$ cat config.mk
export PLATFORM = sky130hd
export DESIGN_NAME = uart_di_host_flat
export DESIGN_NICKNAME = d
export VERILOG_FILES = /design/src/rtl/uart_di_host_if.sv /design/src/rtl/uart_di_host.sv /design/src/flat_wrapper.sv
export SDC_FILE = /design/constraint.sdc
export NUM_CORES = 1
export LEC_CHECK = 0
export BUFFER_PORTS_ARGS = -buffer_cell sky130_fd_sc_hd__buf_2
export CAP_MARGIN = 15
export CORE_UTILIZATION = 25
export CTS_CLUSTER_DIAMETER = 50
export DETAILED_ROUTE_END_ITERATION = 16
export GPL_TIMING_DRIVEN = 0
export HOLD_SLACK_MARGIN = 0.03
export PLACE_DENSITY = 0.49
export SLEW_MARGIN = 25
export SYNTH_ARGS = -nofsm -noshare
export SYNTH_HDL_FRONTEND = slang
export SYNTH_SLANG_ARGS = --single-unit
$ cat constraint.sdc
create_clock -name ifclk -period 6.8 [get_ports ifclk]
set_clock_uncertainty 0.05 [all_clocks]
set_input_delay 0.68 -clock ifclk [delete_from_list [all_inputs] [get_ports ifclk]]
set_output_delay 0.68 -clock ifclk [all_outputs]
set_load 0.05 [all_outputs]
$ cat src/rtl/uart_di_host_if.sv
// rtl/uart_di_host_if.sv - UART byte stream and DI bus signals seen by the bridge
interface uart_di_host_if;
  logic [7:0]  rx_data;
  logic        re;
  logic        rx_error;
  logic [7:0]  tx_data;
  logic        tx_we;
  logic        tx_busy;
  logic [15:0] di_term_addr;
  logic [31:0] di_reg_addr;
  logic        di_read_mode;
  logic        di_read_req;
  logic        di_read;
  logic        di_write_mode;
  logic        di_write;
  logic [15:0] di_reg_datai;
  logic [15:0] di_reg_datao;
  logic        di_read_rdy;
  logic        di_write_rdy;
  logic [15:0] di_transfer_status;
  logic        rx_overrun;

  modport master (
    input  rx_data, re, rx_error, tx_busy, di_reg_datao, di_read_rdy, di_write_rdy,
           di_transfer_status,
    output tx_data, tx_we, di_term_addr, di_reg_addr, di_read_mode, di_read_req, di_read,
           di_write_mode, di_write, di_reg_datai, rx_overrun
  );

  modport slave (
    output rx_data, re, rx_error, tx_busy, di_reg_datao, di_read_rdy, di_write_rdy,
           di_transfer_status,
    input  tx_data, tx_we, di_term_addr, di_reg_addr, di_read_mode, di_read_req, di_read,
           di_write_mode, di_write, di_reg_datai, rx_overrun
  );
endinterface

$ cat src/rtl/uart_di_host.sv
// rtl/uart_di_host.sv - UART command-frame parser driving one DI read/write per frame
module uart_di_host #(
  parameter int RDY_TIMEOUT     = 1000,
  parameter int RX_IDLE_TIMEOUT = 50000
) (
  input logic            ifclk,
  input logic            reset,
  uart_di_host_if.master bus_io
);
  localparam int RW = $clog2(RDY_TIMEOUT + 1);
  localparam int IW = $clog2(RX_IDLE_TIMEOUT + 1);
  localparam logic [RW-1:0] RDY_LIM  = RW'(RDY_TIMEOUT);
  localparam logic [IW-1:0] IDLE_LIM = IW'(RX_IDLE_TIMEOUT);
  localparam logic [7:0] OP_WRITE = 8'h57;
  localparam logic [7:0] OP_READ  = 8'h52;

  typedef enum logic [2:0] {
    S_IDLE, S_PARSE, S_DI_RDY, S_DI_STROBE, S_DI_STATUS, S_TX, S_TX_GAP
  } state_t;

  state_t        state_q, state_d;
  logic          is_wr_q, is_wr_d;
  logic [3:0]    cnt_q, cnt_d;
  logic [IW-1:0] idle_tmr_q, idle_tmr_d;
  logic [RW-1:0] rdy_tmr_q, rdy_tmr_d;
  logic [1:0]    tx_idx_q, tx_idx_d;
  logic [15:0]   term_sh_q, term_sh_d, data_sh_q, data_sh_d;
  logic [31:0]   reg_sh_q, reg_sh_d;
  logic [15:0]   term_q, wdata_q, rdata_q, status_q;
  logic [31:0]   reg_q;
  logic          ovr_q;

  logic        rx_ok, last_byte, rdy_match, last_tx, frame_done, rdy_abort;
  logic [31:0] reply;
  logic [1:0]  reply_idx;
  logic [7:0]  tx_byte;
  logic        tx_we_o, rd_mode_o, wr_mode_o, rd_req_o, rd_o, wr_o;
  logic [7:0]  tx_data_o;

  assign rx_ok      = bus_io.re && !bus_io.rx_error;
  assign last_byte  = is_wr_q ? (cnt_q == 4'd8) : (cnt_q == 4'd6);
  assign rdy_match  = is_wr_q ? bus_io.di_write_rdy : bus_io.di_read_rdy;
  assign last_tx    = is_wr_q ? (tx_idx_q == 2'd1) : (tx_idx_q == 2'd3);
  assign frame_done = (state_q == S_PARSE) && rx_ok && last_byte;
  assign rdy_abort  = (state_q == S_DI_RDY) && !((rdy_tmr_q != '0) && rdy_match) &&
                      (rdy_tmr_q == RDY_LIM);
  // Reply is read data then status, LSB first; a write reply skips the data half.
  assign reply      = {status_q, rdata_q};
  assign reply_idx  = is_wr_q ? (tx_idx_q + 2'd2) : tx_idx_q;
  assign tx_byte    = reply[{reply_idx, 3'b000} +: 8];

  always_comb begin
    term_sh_d = term_sh_q;
    reg_sh_d  = reg_sh_q;
    data_sh_d = data_sh_q;
    if (state_q == S_PARSE && rx_ok) begin
      case (cnt_q)
        4'd1:    term_sh_d[7:0]   = bus_io.rx_data;
        4'd2:    term_sh_d[15:8]  = bus_io.rx_data;
        4'd3:    reg_sh_d[7:0]    = bus_io.rx_data;
        4'd4:    reg_sh_d[15:8]   = bus_io.rx_data;
        4'd5:    reg_sh_d[23:16]  = bus_io.rx_data;
        4'd6:    reg_sh_d[31:24]  = bus_io.rx_data;
        4'd7:    data_sh_d[7:0]   = bus_io.rx_data;
        4'd8:    data_sh_d[15:8]  = bus_io.rx_data;
        default: ;
      endcase
    end
  end

  always_ff @(posedge ifclk or posedge reset) begin
    if (reset) begin
      state_q    <= S_IDLE;
      is_wr_q    <= 1'b0;
      cnt_q      <= '0;
      idle_tmr_q <= '0;
      rdy_tmr_q  <= '0;
      tx_idx_q   <= '0;
    end else begin
      state_q    <= state_d;
      is_wr_q    <= is_wr_d;
      cnt_q      <= cnt_d;
      idle_tmr_q <= idle_tmr_d;
      rdy_tmr_q  <= rdy_tmr_d;
      tx_idx_q   <= tx_idx_d;
    end
  end

  always_comb begin
    state_d    = state_q;
    is_wr_d    = is_wr_q;
    cnt_d      = cnt_q;
    idle_tmr_d = '0;
    rdy_tmr_d  = '0;
    tx_idx_d   = tx_idx_q;
    case (state_q)
      S_IDLE: begin
        tx_idx_d = '0;
        if (rx_ok && (bus_io.rx_data == OP_WRITE || bus_io.rx_data == OP_READ)) begin
          is_wr_d = (bus_io.rx_data == OP_WRITE);
          cnt_d   = 4'd1;
          state_d = S_PARSE;
        end
      end
      S_PARSE: begin
        if (bus_io.re && bus_io.rx_error) begin
          cnt_d   = '0;
          state_d = S_IDLE;
        end else if (bus_io.re) begin
          if (last_byte) begin
            cnt_d   = '0;
            state_d = S_DI_RDY;
          end else begin
            cnt_d = cnt_q + 4'd1;
          end
        end else if (idle_tmr_q == IDLE_LIM) begin
          cnt_d   = '0;
          state_d = S_IDLE;
        end else begin
          idle_tmr_d = idle_tmr_q + IW'(1);
        end
      end
      S_DI_RDY: begin
        if ((rdy_tmr_q != '0) && rdy_match) begin
          state_d = S_DI_STROBE;
        end else if (rdy_tmr_q == RDY_LIM) begin
          state_d = S_TX;
        end else begin
          rdy_tmr_d = rdy_tmr_q + RW'(1);
        end
      end
      S_DI_STROBE: state_d = S_DI_STATUS;
      S_DI_STATUS: state_d = S_TX;
      S_TX: begin
        if (!bus_io.tx_busy) state_d = S_TX_GAP;
      end
      S_TX_GAP: begin
        if (last_tx) begin
          tx_idx_d = '0;
          state_d  = S_IDLE;
        end else begin
          tx_idx_d = tx_idx_q + 2'd1;
          state_d  = S_TX;
        end
      end
      default: state_d = S_IDLE;
    endcase
  end

  // Outputs change only when a frame completes, so aborted frames leave them untouched.
  always_ff @(posedge ifclk or posedge reset) begin
    if (reset) begin
      term_sh_q <= '0;
      reg_sh_q  <= '0;
      data_sh_q <= '0;
      term_q    <= '0;
      reg_q     <= '0;
      wdata_q   <= '0;
      rdata_q   <= '0;
      status_q  <= '0;
      ovr_q     <= 1'b0;
    end else begin
      term_sh_q <= term_sh_d;
      reg_sh_q  <= reg_sh_d;
      data_sh_q <= data_sh_d;
      if (frame_done) begin
        term_q <= term_sh_d;
        reg_q  <= reg_sh_d;
        if (is_wr_q) wdata_q <= data_sh_d;
      end
      if (rdy_abort) begin
        rdata_q  <= '0;
        status_q <= 16'hFFFF;
      end
      if (state_q == S_DI_STROBE && !is_wr_q) rdata_q <= bus_io.di_reg_datao;
      if (state_q == S_DI_STATUS) status_q <= bus_io.di_transfer_status;
      ovr_q <= bus_io.re && !(state_q == S_IDLE || state_q == S_PARSE);
    end
  end

  always_comb begin
    rd_mode_o = 1'b0;
    wr_mode_o = 1'b0;
    rd_req_o  = 1'b0;
    rd_o      = 1'b0;
    wr_o      = 1'b0;
    tx_we_o   = 1'b0;
    tx_data_o = 8'h00;
    case (state_q)
      S_DI_RDY: begin
        rd_mode_o = !is_wr_q;
        wr_mode_o = is_wr_q;
        rd_req_o  = !is_wr_q && (rdy_tmr_q == '0);
      end
      S_DI_STROBE: begin
        rd_mode_o = !is_wr_q;
        wr_mode_o = is_wr_q;
        rd_o      = !is_wr_q;
        wr_o      = is_wr_q;
      end
      S_DI_STATUS: begin
        rd_mode_o = !is_wr_q;
        wr_mode_o = is_wr_q;
      end
      S_TX: begin
        tx_we_o   = !bus_io.tx_busy;
        tx_data_o = bus_io.tx_busy ? 8'h00 : tx_byte;
      end
      default: ;
    endcase
  end

  assign bus_io.tx_data       = tx_data_o;
  assign bus_io.tx_we         = tx_we_o;
  assign bus_io.di_term_addr  = term_q;
  assign bus_io.di_reg_addr   = reg_q;
  assign bus_io.di_reg_datai  = wdata_q;
  assign bus_io.di_read_mode  = rd_mode_o;
  assign bus_io.di_read_req   = rd_req_o;
  assign bus_io.di_read       = rd_o;
  assign bus_io.di_write_mode = wr_mode_o;
  assign bus_io.di_write      = wr_o;
  assign bus_io.rx_overrun    = ovr_q;
endmodule
$ cat src/flat_wrapper.sv
// flat-port wrapper written by rule: the top's interface ports become plain ports
module uart_di_host_flat 
#(
  parameter int RDY_TIMEOUT     = 1000,
  parameter int RX_IDLE_TIMEOUT = 50000
)
  (ifclk, reset, bus_io_rx_data, bus_io_re, bus_io_rx_error, bus_io_tx_busy, bus_io_di_reg_datao, bus_io_di_read_rdy, bus_io_di_write_rdy, bus_io_di_transfer_status, bus_io_tx_data, bus_io_tx_we, bus_io_di_term_addr, bus_io_di_reg_addr, bus_io_di_read_mode, bus_io_di_read_req, bus_io_di_read, bus_io_di_write_mode, bus_io_di_write, bus_io_di_reg_datai, bus_io_rx_overrun);
  uart_di_host_if bus_io_i ();
  input logic ifclk;
  input logic reset;
  input wire logic [$bits(bus_io_i.rx_data)-1:0] bus_io_rx_data;
  input wire logic [$bits(bus_io_i.re)-1:0] bus_io_re;
  input wire logic [$bits(bus_io_i.rx_error)-1:0] bus_io_rx_error;
  input wire logic [$bits(bus_io_i.tx_busy)-1:0] bus_io_tx_busy;
  input wire logic [$bits(bus_io_i.di_reg_datao)-1:0] bus_io_di_reg_datao;
  input wire logic [$bits(bus_io_i.di_read_rdy)-1:0] bus_io_di_read_rdy;
  input wire logic [$bits(bus_io_i.di_write_rdy)-1:0] bus_io_di_write_rdy;
  input wire logic [$bits(bus_io_i.di_transfer_status)-1:0] bus_io_di_transfer_status;
  output wire logic [$bits(bus_io_i.tx_data)-1:0] bus_io_tx_data;
  output wire logic [$bits(bus_io_i.tx_we)-1:0] bus_io_tx_we;
  output wire logic [$bits(bus_io_i.di_term_addr)-1:0] bus_io_di_term_addr;
  output wire logic [$bits(bus_io_i.di_reg_addr)-1:0] bus_io_di_reg_addr;
  output wire logic [$bits(bus_io_i.di_read_mode)-1:0] bus_io_di_read_mode;
  output wire logic [$bits(bus_io_i.di_read_req)-1:0] bus_io_di_read_req;
  output wire logic [$bits(bus_io_i.di_read)-1:0] bus_io_di_read;
  output wire logic [$bits(bus_io_i.di_write_mode)-1:0] bus_io_di_write_mode;
  output wire logic [$bits(bus_io_i.di_write)-1:0] bus_io_di_write;
  output wire logic [$bits(bus_io_i.di_reg_datai)-1:0] bus_io_di_reg_datai;
  output wire logic [$bits(bus_io_i.rx_overrun)-1:0] bus_io_rx_overrun;
  assign bus_io_i.rx_data = bus_io_rx_data;
  assign bus_io_i.re = bus_io_re;
  assign bus_io_i.rx_error = bus_io_rx_error;
  assign bus_io_i.tx_busy = bus_io_tx_busy;
  assign bus_io_i.di_reg_datao = bus_io_di_reg_datao;
  assign bus_io_i.di_read_rdy = bus_io_di_read_rdy;
  assign bus_io_i.di_write_rdy = bus_io_di_write_rdy;
  assign bus_io_i.di_transfer_status = bus_io_di_transfer_status;
  assign bus_io_tx_data = bus_io_i.tx_data;
  assign bus_io_tx_we = bus_io_i.tx_we;
  assign bus_io_di_term_addr = bus_io_i.di_term_addr;
  assign bus_io_di_reg_addr = bus_io_i.di_reg_addr;
  assign bus_io_di_read_mode = bus_io_i.di_read_mode;
  assign bus_io_di_read_req = bus_io_i.di_read_req;
  assign bus_io_di_read = bus_io_i.di_read;
  assign bus_io_di_write_mode = bus_io_i.di_write_mode;
  assign bus_io_di_write = bus_io_i.di_write;
  assign bus_io_di_reg_datai = bus_io_i.di_reg_datai;
  assign bus_io_rx_overrun = bus_io_i.rx_overrun;
  uart_di_host #(.RDY_TIMEOUT(RDY_TIMEOUT), .RX_IDLE_TIMEOUT(RX_IDLE_TIMEOUT)) u_core (.ifclk(ifclk), .reset(reset), .bus_io(bus_io_i));
endmodule
---- Yosys cells after proc, flatten, opt, wreduce, memory -nomap -nowiden ----
Index checks and enable logic that the tools add are counted.
word-level totals
  bits in registers ....................... 197
  output and inout port bits .............. 79
  word-level logic and storage cells ...... 128
cells by class
  add/sub/neg operators ................... 5
  equal/unequal tests ..................... 25
  shift operators ......................... 1
  mux-type cells .......................... 52
  reduce and logical (&&, ||, !) cells .... 30
operators by type and width
  cell                     count
  $mux W16                 10
  $mux W8                  10
  $mux W32                 1
  $shiftx A32 B6 Y8        1
  $mux W10                 3
  $mux W3                  9
  $pmux W3 S7              1
  $mux W4                  5
  $add A16 B1 Y16 const B  1
  $eq A16 B16 Y1 const B   1
  $eq A4 B3 Y1 const B     4
  $eq A8 B7 Y1 const B     2
  $logic_and A1 B1 Y1      11
  $add A10 B1 Y10 const B  1
  $eq A10 B10 Y1 const B   1
  $logic_not A10 Y1        1
  $reduce_bool A10 Y1      1
  $eq A3 B3 Y1 const B     3
  $mux W1                  9
  $eq A4 B2 Y1 const B     2
  $pmux W4 S2              1
  $reduce_bool A2 Y1       4
  $eq A3 B2 Y1 const B     2
  $logic_not A1 Y1         5
  21 further kinds         24

---- Logic depth before layout (Yosys ltp) ----
Gate-level depths: netlist (run 1).
  word-level depth ........................ 7
  depth in mapped cells ................... 7

---- Worst setup path after synthesis (run 1) ----
OpenSTA, ideal clock, no wires.
  kind .................................... register to output
  from .................................... register u_core.is_wr_q
  to ...................................... output bus_io_tx_data[0]
  arrival time ............................ 2,084 ps
  data required time ...................... 6,070 ps
  slack ................................... 3,986 ps
  cell stages (with the launch flop) ...... 5
  cell sequence ........................... dfrtp_1 buf_2 xor2_1 mux4_2 nor2b_1
on the way
  longest elaborated chain between the ends .. 4
ends and longest elaborated chain
  item                    line                 source
  start, declared         uart_di_host.sv:22   logic is_wr_q, is_wr_d;
  start signal, assigned  uart_di_host.sv:81   is_wr_q <= is_wr_d;
  $mux W2                 uart_di_host.sv:49   assign reply_idx = is_wr_q ? (tx_idx_q + 2'd2) : tx_idx_q;
  $shiftx A32 B6 Y8       uart_di_host.sv:50   assign tx_byte = reply[{reply_idx, 3'b000} +: 8];
  $mux W8                 uart_di_host.sv:207  tx_data_o = bus_io.tx_busy ? 8'h00 : tx_byte;
  $mux W8                 uart_di_host.sv:189  case (state_q)
  end, declared           flat_wrapper.sv:19   output wire logic [$bits(bus_io_i.tx_data)-1:0] bus_io_tx_data;
No other way between the ends.

---- Worst setup path after layout (run 1) ----
  from .................................... register u_core.tx_idx_q[0]
  to ...................................... output bus_io_tx_data[4]
on the way
  longest elaborated chain between the ends .. 5
ends and longest elaborated chain
  item                    line                 source
  start, declared         uart_di_host.sv:26   logic [1:0] tx_idx_q, tx_idx_d;
  start signal, assigned  uart_di_host.sv:85   tx_idx_q <= tx_idx_d;
  $add A2 B2 Y2           uart_di_host.sv:49
  $mux W2 (*)             uart_di_host.sv:49
  $shiftx A32 B6 Y8 (*)   uart_di_host.sv:50
  $mux W8 (*)             uart_di_host.sv:207
  $mux W8 (*)             uart_di_host.sv:189
Every way passes the cells marked *; elsewhere a longest branch is shown, timed or not.

==> results of run 1 <==
through the flow:
step / setup TNS [ns] / hold slack, ns / cell area (um^2) / total power, W / util
after floorplan: 0 / 0.396 / 8190 / 0.00198 / -
after global placement: -324.91 / 0.417 / 9330 / 0.00214 / 0.293
after detailed placement: 0 / 0.417 / 9400 / 0.00216 / 0.295
after CTS: 0 / 0.159 / 10000 / 0.00323 / 0.314
after global routing: 0 / 0.161 / 10000 / 0.00336 / 0.314
final: 0 / 0.165 / 10000 / 0.00318 / 0.314
critical path, cell delays in order, from the launching register on:
cell and delay [ns]:
sky130_fd_sc_hd__dfrtp_1 0.33, sky130_fd_sc_hd__clkbuf_1 0.43, sky130_fd_sc_hd__clkbuf_1 0.50, sky130_fd_sc_hd__mux4_2 0.57, sky130_fd_sc_hd__nor2b_1 0.16, sky130_fd_sc_hd__buf_2 0.24
layer usage:
layer | part of all wire | wire, um | global-route usage | vias to the layer above
met1 | 0.47 | 9270 | 0.167 | 2579
li1 | - | - | - | 2423
met4 | 0.0099 | 197 | 0.0340 | 0
met2 | 0.46 | 9150 | 0.193 | 115
met5 | 0 | 0 | 0 | -
met3 | 0.060 | 1190 | 0.0385 | 12
flip-flops by register name, indices dropped and copies added, names as in the netlist, 8 cells and up:
signal / flops
u_core.bus_io.di_reg_addr: 32
u_core.bus_io.di_reg_datai: 16
u_core.bus_io.di_term_addr: 16
u_core.data_sh_q: 8
u_core.idle_tmr_q: 16
u_core.rdata_q: 16
u_core.rdy_tmr_q: 10
u_core.reg_sh_q: 32
u_core.status_q: 16
u_core.term_sh_q: 16
power by group:
group / internal (W) / leakage, nW / switching, W
combinational: 0.000319 / 2.12 / 0.000377
clock: 0.000512 / 0.302 / 0.000534
sequential: 0.00134 / 2.55 / 0.0000958
layout make-up:
cell class / count / share of cell area
Buffer: 34 / 0.0167
Clock buffer: 17 / 0.0425
Clock inverter: 15 / 0.0191
Inverter: 12 / 0.00525
Multi-Input combinational cell: 356 / 0.325
Sequential cell: 189 / 0.472
Tap cell: 435 / 0.0544
Timing Repair Buffer: 121 / 0.0650
cell families after synthesis:
family,count (synthesis),synth area share
compound gates,71,0.0703
xor+xnor,21,0.0225
fa+ha+maj,8,0.0122
buf+inv,46,0.0260
flops,189,0.578
mux,129,0.188
simple gates,127,0.103
placed cells by master (no fill, tap or decap), drive strengths merged, types with 3 or more instances in the layout:
cell type    n
and3         5
nor2        29
inv         23
nand2b       3
o21ai        8
nand4       16
nor3b        4
and2         3
a22o        17
nand2       16
nand3       11
a21o         3
a41oi        3
a31oi        4
xnor2        8
and4         3
ha           8
and4bb       3
dfrtp      189
xor2        13
nor3         8
nor2b       15
buf        143
a21oi        7
o22a        16
mux2       120
clkinv       4
clkbuf      29
mux4         8
worst max path at each step:
| stage | start | endpoint | slack [ns] | cells past startpoint |
|---|---|---|---|---|
| floorplan | reset | u_core.bus_io.di_reg_addr[0] | 0.93 | 1 |
| detailed placement | u_core.tx_idx_q[0] | bus_io_tx_data[4] | 3.85 | 5 |
| global placement | reset | u_core.bus_io.di_term_addr[2] | -1.74 | 2 |
| CTS | u_core.tx_idx_q[0] | bus_io_tx_data[4] | 3.36 | 5 |
| global route | u_core.tx_idx_q[0] | bus_io_tx_data[4] | 3.24 | 5 |
| finish | u_core.tx_idx_q[0] | bus_io_tx_data[4] | 3.41 | 5 |
==> results, run 1 <==
- The flow ran to the end, and the final reports show no timing, DRC or antenna violations.
- Among all flip-flop cells after synthesis, the most frequent one is sky130_fd_sc_hd__dfrtp_1.
- In this run the worst hold path is classified as input pin to asynchronous set/reset pin.
- The commonest cells after synthesis are sky130_fd_sc_hd__dfrtp_1, sky130_fd_sc_hd__mux2_2, sky130_fd_sc_hd__nor2_1.
- In this run the static leakage power is 4.97 nW.
- The count of placed standard cells in the final layout, fillers left out is 1179.
- The gate count of the mapped netlist is 591.
- The clock drives 189 sinks.
- The quantity of I/O buffers inserted on ports is 119.
- During I/O placement, the number of pins put on the boundary was 126.
- TritonCTS created 17 clock buffers.
- The remaining antenna violation count is 0.
- The shortest clock period the worst path allows after layout is 3.39 ns.
- The aggregate global-route resource usage is 0.124.
- The number of max-slew violations in the final report is 0.
- The initial core utilization is 0.257.
- The floorplan die area is 0.0335 mm^2.
- The mapped netlist covers 0.00819 mm^2.
- In the final layout, the multi-input gates occupy 0.00325 mm^2.
- Detailed routing inserted a total of 5129 vias.
- STA classifies the critical path endpoint as a primary output.
- The violation count after the first detailed-route iteration is 214.
- The later pin in the worst-skew pair is clocked with a latency of 0.45 ns.
- The die boundary width is 183 um.
- The sequential cell area in the final layout is 0.00473 mm^2.
- The HPWL after detailed placement is 13400 um.
- Counting flops with a built-in enable in the synthesized netlist gives 0.
- The worst-case headroom to the max-slew limit is 0.489.
- Of all cell types, the one taking the most synthesized area is sky130_fd_sc_hd__dfrtp_1.
- Routability-driven placement finished with a final weighted congestion of 0.744.
- Setup violations remaining at the end of the flow were counted as 0.
- The data arrival time at the worst-slack endpoint is 2.66 ns.
- The final cycle utilization of the critical path is 0.499.
- The remaining routing DRC violations is 0.
- The residual overflow from global routing is 0.
- The floorplan row count is 65.
- The detailed-route wire length per cell is 16.8 um.
- The worst-case IR drop observed on VDD is 0.204 mV.
- The total power divided by cell area is 317 mW/mm^2.
- Clock-pin slew was measured on the worst setup and hold paths at 0.09 ns.
- The count of antenna diodes in the layout is 0.
- The post-placement cell count is 1147.
- The post-CTS repair timing setup buffer count is 0.
- The number of cells traversed by the worst register-to-register path is 7.
- The worst setup timing slack at the placement stage is 3.85 ns.
- The average vias per placed instance is 4.35.
- The number of hold buffers added after CTS was 0.
- TritonCTS built the clock tree.
- The initial antenna violation count came to 0.
- Of the synthesized area, sequential elements account for 0.578.
- The global-route wire length before repair is 31400 um.
- The area of the core is 0.0319 mm^2.
- The number of nets handed over by synthesis was 646.
- In this run the deepest clock path goes through 2 buffers.
- The actual transition at the worst max-transition pin is 0.763 ns.
- Setup repair after global routing left no endpoint under its margin.
- The first TritonRoute pass finished after 4 iterations.
- The least setup slack across all paths after layout is 3.41 ns.
- The reg-to-reg critical path endpoint is u_core.bus_io.di_term_addr[10].
- Across all register-to-register paths, the minimum setup slack is 4.04 ns.
- Entering global routing, the biggest net connects 83 pins.
- Fill cells in the final layout number 3280.
- From bottom edge to top edge, the die measures 183 um.
- Yosys printed 0 warnings.
- After detailed routing, the total wire length is 19800 um.
- The signed area change from the synthesized netlist to the final layout is 22.3%.
- The tool flagged a number of max-cap violations equal to 0.
- In this run the worst path has a maximum fanout of 10.
- The number of synthesized register bits is 189.
- The number of levels in the clock H-tree is 4.
- The via count of the first global-routing pass was 5324.
- The number of failing hold endpoints at the final stage is 0.
- The launching element type of the critical path is a flip-flop.
- The share of the synthesized area in the top cell type is 0.578.
- In this run the critical register-to-register path is launched from u_core.cnt_q[0].
- The synthesized area per cell is 13.9 um^2.
- Clock tree synthesis selected as its root buffer the cell sky130_fd_sc_hd__clkbuf_16.
- The post-cts sizing count is 0.
- The leading cell type by number of instances after synthesis is sky130_fd_sc_hd__dfrtp_1.
- After the last flow step, the layout net total stands at 786.
- The worst setup path is of the flip-flop to primary output kind.
- The data required time at the worst endpoint is 6.07 ns.
- The post-synthesis async set-or-reset flop share is 1.00.
- Yosys attributes the largest share of cell area to sky130_fd_sc_hd__dfrtp_1, sky130_fd_sc_hd__mux2_2, sky130_fd_sc_hd__mux4_2.
- The peak clock frequency supported by timing is 295 MHz.
- Of the cells placed in the final design, the portion with a size suffix greater than 1 is 0.429.
- Yosys mapped the design onto 55 distinct sky130hd cell types.
Note: power is estimated with default switching activity, not from simulation.
==> run 2, diff against run 1 <==
PLACE_DENSITY = 0.5   (was 0.49)
clock period = 3 ns   (was 6.8 ns; I/O delays follow)
==> run 2 against run 1 <==
Compared with the run above:
- register-to-register slack worse by 3.8 ns
- non-clock buffer count up 25
- clock power up 120%
- power up 130%
- utilization up 0.92 points
- clock-buffer cell count unchanged
- via count up 2.5%
- largest cell class unchanged
==> results, run 2 (synthesis gave the netlist of run 1 again) <==
- Outcome: complete, no violations (unchanged).
- The met2 demand-to-capacity share in global routing is 0.190 (was 0.193).
- The total wire length is 19700 um (was 19800 um).
- The number of buffers on the longest clock path is 2 (unchanged).
- The HPWL after detailed placement is 13600 um (was 13400 um).
- The detailed-route wire length per cell is 16.4 um (was 16.8 um).
- The area of the core is 0.0319 mm^2 (unchanged).
- The remaining antenna violation count is 0 (unchanged).
- The net total in the final layout is 811 (was 786).
- The die outline height is 183 um (unchanged).
- The utilization after layout was 0.323 (was 0.314).
- The number of cells traversed by the worst register-to-register path was 7 (unchanged).
- The floorplan die area is 0.0335 mm^2 (unchanged).
- The average vias per placed instance was 4.37 (was 4.35).
- The family with the most delay on the worst path was simple AND/OR/NAND/NOR gates (was buffers and inverters).
- The floorplan row count is 65 (unchanged).
- The number of levels in the clock H-tree is 4 (unchanged).
- The category of the critical setup timing path is flip-flop to primary output (unchanged).
- Setup repair after global routing missed its margin: true (was false).
- The master cell of the clock root buffer is sky130_fd_sc_hd__clkbuf_16 (unchanged).
- The clock latency of the later-clocked register in the worst-skew pair is 0.45 ns (about the same).
- The number of CTS-inserted buffers came to 17 (unchanged).
- The via count of the first global-routing pass came to 5280 (was 5324).
- The remaining routing DRC violations is 0 (unchanged).
- The cell seen most often among critical-path stages is sky130_fd_sc_hd__buf_2 (was sky130_fd_sc_hd__clkbuf_1).
- The most common cell after layout, fill and taps aside is sky130_fd_sc_hd__dfrtp_1 (unchanged).
- The sum of buffers and inverters on the critical path is 2 (was 3).
- The global-route track usage on met3 is 0.0389 (was 0.0385).
- The number of stages on the worst setup path is 4 (was 5).
- The count of antenna diodes in the layout came to 0 (unchanged).
- The area of all placed cells without fillers came to 0.0103 mm^2 (was 0.0100 mm^2).
- The maximum number of pins on one net before global-route repair came to 32 (was 83).
- The sort of element at the end of the critical path is a primary output (unchanged).
- The worst hold path was traced through 2 stages.
- The maximum resistive drop on vdd was 0.509 mV (was 0.204 mV).
- The leakage power total is 5.09 nW (was 4.97 nW).
- The global-route wire length before repair is 30700 um (was 31400 um).
- Cell chain of the critical path: nor2b_1 -> nor3b_2 -> buf_2 -> buf_2 (was clkbuf_1 -> clkbuf_1 -> mux4_2 -> nor2b_1 -> buf_2).
- The total negative setup slack was 0 ns (unchanged).
- The data required time at the worst endpoint came to 2.65 ns (was 6.07 ns).
- The first-pass detailed-route iteration total is 4 (unchanged).
- The residual overflow from global routing is 0 (unchanged).
- The worst-case headroom to the max-slew limit is 0.470 (was 0.489).
- The total number of vias is 5259 (was 5129).
- The die boundary width was 183 um (unchanged).
- The violation count after the first detailed-route iteration was 159 (was 214).
- The global-route layer with the greatest usage is met2 (unchanged).
- The post-CTS repair timing setup buffer count is 0 (unchanged).
- The total power divided by cell area is 699 mW/mm^2 (was 317 mW/mm^2).
- The actual transition at the worst max-transition pin came to 0.792 ns (was 0.763 ns).
- The number of failing hold endpoints at the final stage is 0 (unchanged).
- The clock sink count is 189 (unchanged).
- The max-cap check violation count is 0 (unchanged).
- The quantity of I/O buffers inserted on ports is 119 (unchanged).
- The number of setup violations in the final report is 0 (unchanged).
- The share of post-route cells with drive strength above 1 is 0.423 (was 0.429).
- The worst min-delay path class is input pin to flip-flop (was input pin to asynchronous set/reset pin).
- The data arrival time at the worst-slack endpoint is 2.61 ns (was 2.66 ns).
- The clock tree from TritonCTS is yes (unchanged).
- The critical path's slowest cell is sky130_fd_sc_hd__nor3b_2 (was sky130_fd_sc_hd__mux4_2).
- The area of placed instances is 0.00948 mm^2 (was 0.00940 mm^2).
- The number of placed I/O pins is 126 (unchanged).
- Based on the critical path, the design can be clocked at up to 338 MHz.
- The initial antenna violation count is 0 (unchanged).
- The shortest clock period the worst path allows after layout is 2.96 ns.
- The post-CTS clock slew at the launch and capture registers of the worst setup and hold paths is 0.07 ns (was 0.09 ns).
- The signed area change from the synthesized netlist to the final layout was 25.9% (was 22.3%).
- The delay of the slowest cell on the worst path is 0.71 ns (was 0.57 ns).
- Most frequent cells in the layout: sky130_fd_sc_hd__dfrtp_1, sky130_fd_sc_hd__buf_2, sky130_fd_sc_hd__mux2_2, sky130_fd_sc_hd__nor2_1, sky130_fd_sc_hd__dlygate4sd3_1 (was sky130_fd_sc_hd__dfrtp_1, sky130_fd_sc_hd__buf_2, sky130_fd_sc_hd__mux2_2, sky130_fd_sc_hd__nor2_1).
- The launching element type of the critical path is a flip-flop (unchanged).
- The met1 track demand over resource in global routing was 0.162 (was 0.167).
- The largest driver fanout on the critical path is 10 (unchanged).
- The aggregate global-route resource usage came to 0.122 (was 0.124).
- The routability-driven placement congestion ratio is 0.752 (was 0.744).
- The initial core utilization is 0.257 (unchanged).
- In the finished design, the share of the clock period the worst path needs comes to 0.986.
- The number of max-slew violations in the final report is 0 (unchanged).
run 2: final timing paths:
| path | from | to | slack (ns) |
|---|---|---|---|
| setup / recovery | u_core.state_q[2] | bus_io_di_read | 0.04 |
| hold / removal | bus_io_di_reg_datao[8] | u_core.rdata_q[8] | 0.05 |
| setup reg to reg | u_core.cnt_q[0] | u_core.bus_io.di_term_addr[7] | 0.21 |
| hold reg to reg | u_core.status_q[13] | u_core.status_q[13] | 0.44 |
| max in group asynchronous | reset | u_core.data_sh_q[1] | 1.65 |
| min in group asynchronous | reset | u_core.bus_io.di_reg_addr[8] | 0.33 |
run 2: worst reg2reg max path: cells and delay by family, from the launching register on:
kind | cells | cell delay, ns
AND/OR/NAND/NOR | 1 | 0.27
flip-flops | 1 | 0.50
adder cells (fa/ha/maj) | 1 | 0.30
multiplexers | 1 | 0.37
AO/OA/AOI/OAI | 1 | 0.39
buffers and inverters | 3 | 0.79
run 2: area by class of cell:
class	count	area, um^2
timing repair buffer	146	951
fill	3259	21600
clock inverter	15	188
multi-input combinational	356	3250
inverter	12	48.8
sequential	189	4730
tap	435	544
buffer	34	169
clock buffer	17	425
run 2: per-stage QoR:
stage               setup WS (ns)  hold slack, ns  total power (W)  std cells
floorplan                   0.216           0.379          0.00449        591
global placement            -1.19           0.414          0.00486       1145
detailed placement          0.215           0.260          0.00491       1152
CTS                        0.0391          0.0301          0.00731       1203
global route               -0.117          0.0393          0.00760       1204
finish                     0.0426          0.0512          0.00720       1204
run 2: power by group:
group	leakage (nW)	switching [W]	internal, W
logic	2.25	0.000858	0.000755
clock network	0.292	0.00113	0.00120
registers	2.55	0.000219	0.00303
run 2: timing repair:
action                                  4_1_cts  5_1_grt
resized for setup                             2        0
endpoints found under the setup margin        8        9
hold endpoints to repair                     31        1
hold buffers                                 19        1
run 2: routing by layer:
metal	part of all wire	wire [um]	up-vias
met4	0.0092	181	0
met1	0.48	9480	2646
met5	0	0	-
li1	-	-	2482
met2	0.46	9000	119
met3	0.054	1060	12
==> run 3, diff against run 2 <==
CORE_UTILIZATION = 51   (was 25)
PLACE_DENSITY = 0.83   (was 0.5)
==> run 3 against run 2 <==
Compared with the run above:
- cell count fell by 20%
- register-to-register slack improved by 0.04 ns
- largest cell class unchanged
- die area fell by 51%
- highest routed layer unchanged
==> results, run 3 (synthesis gave the netlist of run 1 again) <==
- The HPWL after detailed placement is 12500 um (was 13600 um).
- The maximum number of pins on one net before global-route repair is 35 (was 32).
- The post-CTS repair timing setup buffer count was 0 (unchanged).
- The net total in the final layout is 791 (was 811).
- The count of antenna diodes in the layout came to 0 (unchanged).
- The total wire length came to 17800 um (was 19700 um).
- Most frequent cells in the layout: sky130_fd_sc_hd__dfrtp_1, sky130_fd_sc_hd__buf_2, sky130_fd_sc_hd__mux2_2, sky130_fd_sc_hd__nor2_1 (was sky130_fd_sc_hd__dfrtp_1, sky130_fd_sc_hd__buf_2, sky130_fd_sc_hd__mux2_2, sky130_fd_sc_hd__nor2_1, sky130_fd_sc_hd__dlygate4sd3_1).
- The number of CTS-inserted buffers is 17 (unchanged).
- The post-placement cell count is 927 (was 1152).
- The master cell of the clock root buffer is sky130_fd_sc_hd__clkbuf_16 (unchanged).
- The actual transition at the worst max-transition pin is 0.715 ns (was 0.792 ns).
- The number of placed I/O pins is 126 (unchanged).
- The remaining antenna violation count came to 0 (unchanged).
- The number of cells on the worst hold path came to 2 (unchanged).
- The quantity of I/O buffers inserted on ports is 119 (unchanged).
- The worst-case headroom to the max-slew limit is 0.521 (was 0.470).
- The count of placed standard cells in the final layout, fillers left out is 959 (was 1204).
- The category of the critical setup timing path is flip-flop to primary output (unchanged).
- The aggregate global-route resource usage is 0.227 (was 0.122).
- The final cycle utilization of the critical path was 0.945 (was 0.986).
- The data arrival time at the worst-slack endpoint is 2.49 ns (was 2.61 ns).
- The initial core utilization is 0.531 (was 0.257).
- The clock tree from TritonCTS was yes (unchanged).
- The total power divided by cell area is 727 mW/mm^2 (was 699 mW/mm^2).
- The detailed-route wire length per cell is 18.6 um (was 16.4 um).
- The number of failing hold endpoints at the final stage is 0 (unchanged).
- The remaining routing DRC violations is 0 (unchanged).
- The utilization after layout is 0.634 (was 0.323).
- The total number of vias came to 5324 (was 5259).
- The area of the core is 0.0154 mm^2 (was 0.0319 mm^2).
- The sort of element at the end of the critical path is a primary output (unchanged).
- The leakage power total came to 4.99 nW (was 5.09 nW).
- The global-route wire length before repair is 28600 um (was 30700 um).
- The initial antenna violation count is 0 (unchanged).
- Outcome: complete, no violations (unchanged).
- The number of levels in the clock H-tree is 4 (unchanged).
- The clock latency of the later-clocked register in the worst-skew pair was 0.43 ns (was 0.45 ns).
- The violation count after the first detailed-route iteration is 255 (was 159).
- The number of setup violations in the final report came to 0 (unchanged).
- The routability-driven placement congestion ratio is 0.808 (was 0.752).
- The worst min-delay path class is input pin to flip-flop (unchanged).
- The number of max-slew violations in the final report is 0 (unchanged).
- The share of post-route cells with drive strength above 1 is 0.433 (was 0.423).
- The first-pass detailed-route iteration total is 5 (was 4).
- The die boundary width is 129 um (was 183 um).
- The maximum resistive drop on vdd was 0.524 mV (was 0.509 mV).
- The via count of the first global-routing pass is 5579 (was 5280).
- The floorplan die area is 0.0166 mm^2 (was 0.0335 mm^2).
- The most common cell after layout, fill and taps aside is sky130_fd_sc_hd__dfrtp_1 (unchanged).
- The worst hold slack is 0.0495 ns (was 0.0512 ns).
- The number of buffers on the longest clock path is 2 (unchanged).
- The max-cap check violation count is 0 (unchanged).
- The peak clock frequency supported by timing is 353 MHz (was 338 MHz).
- The total negative setup slack was 0 ns (unchanged).
- Setup repair after global routing missed its margin: false (was true).
- The die outline height is 129 um (was 183 um).
- The launching element type of the critical path is a flip-flop (unchanged).
- The number of cells traversed by the worst register-to-register path is 7 (unchanged).
- The signed area change from the synthesized netlist to the final layout was 19.6% (was 25.9%).
- The clock sink count is 189 (unchanged).
- The average vias per placed instance is 5.55 (was 4.37).
- The post-CTS clock slew at the launch and capture registers of the worst setup and hold paths is 0.07 ns (about the same).
- The largest driver fanout on the critical path was 10 (unchanged).
- The data required time at the worst endpoint came to 2.65 ns (about the same).
- The residual overflow from global routing is 0 (unchanged).
- The shortest clock period the worst path allows after layout is 2.84 ns (was 2.96 ns).
- The floorplan row count is 45 (was 65).
- The total power of the final layout is 0.00712 W (was 0.00720 W).
-- run 3: area by class of cell --
type / count / area (um^2)
Multi-Input combinational cell: 356 / 3260
Sequential cell: 189 / 4730
Fill cell: 1134 / 5640
Clock buffer: 18 / 439
Timing Repair Buffer: 126 / 733
Tap cell: 211 / 264
Inverter: 12 / 48.8
Buffer: 34 / 169
Clock inverter: 13 / 149
-- run 3: stage by stage --
step           cell area, um^2  setup WS (ns)
6_report                  9790          0.164
4_1_cts                   9780         0.0503
2_1_floorplan             8190          0.216
3_5_place_dp              9180          0.315
5_1_grt                   9790         0.0184
3_3_place_gp              9050         -0.607
-- run 3: path summary, 6_finish.rpt --
check,from,to,slack (ns)
max,u_core.state_q[0],bus_io_di_read,0.16
min,bus_io_di_reg_datao[3],u_core.rdata_q[3],0.05
max reg2reg,u_core.cnt_q[0],u_core.bus_io.di_term_addr[8],0.25
min reg2reg,u_core.idle_tmr_q[0],u_core.idle_tmr_q[0],0.44
max in group asynchronous,reset,u_core.term_sh_q[1],1.66
min in group asynchronous,reset,u_core.bus_io.di_reg_addr[8],0.34
-- run 3: where the power goes --
part / switching [W] / internal, W / total [W]
registers: 0.000240 / 0.00304 / 0.00328
logic: 0.000873 / 0.000739 / 0.00161
clock network: 0.00102 / 0.00120 / 0.00223
-- run 3: repair_timing --
action	in CTS	in global routing
hold buffers	1	0
cloned	0	0
endpoints found under the setup margin	2	5
endpoints found under the hold margin	12	0
gates resized for setup	1	3
-- run 3: layer usage --
| layer | part of all wire | GRT usage | vias up |
|---|---|---|---|
| li1 | - | - | 2434 |
| met1 | 0.42 | 0.276 | 2694 |
| met2 | 0.51 | 0.397 | 175 |
| met3 | 0.059 | 0.0603 | 21 |
| met4 | 0.013 | 0.0651 | 0 |
| met5 | 0 | 0 | - |
-- run 3: critical path, stage by stage (launching register included) --
cell	delay [ns]
sky130_fd_sc_hd__dfrtp_1	0.32
sky130_fd_sc_hd__buf_4	0.16
sky130_fd_sc_hd__clkinv_1	0.25
sky130_fd_sc_hd__nor3b_2	0.69
sky130_fd_sc_hd__buf_2	0.34
sky130_fd_sc_hd__buf_2	0.30
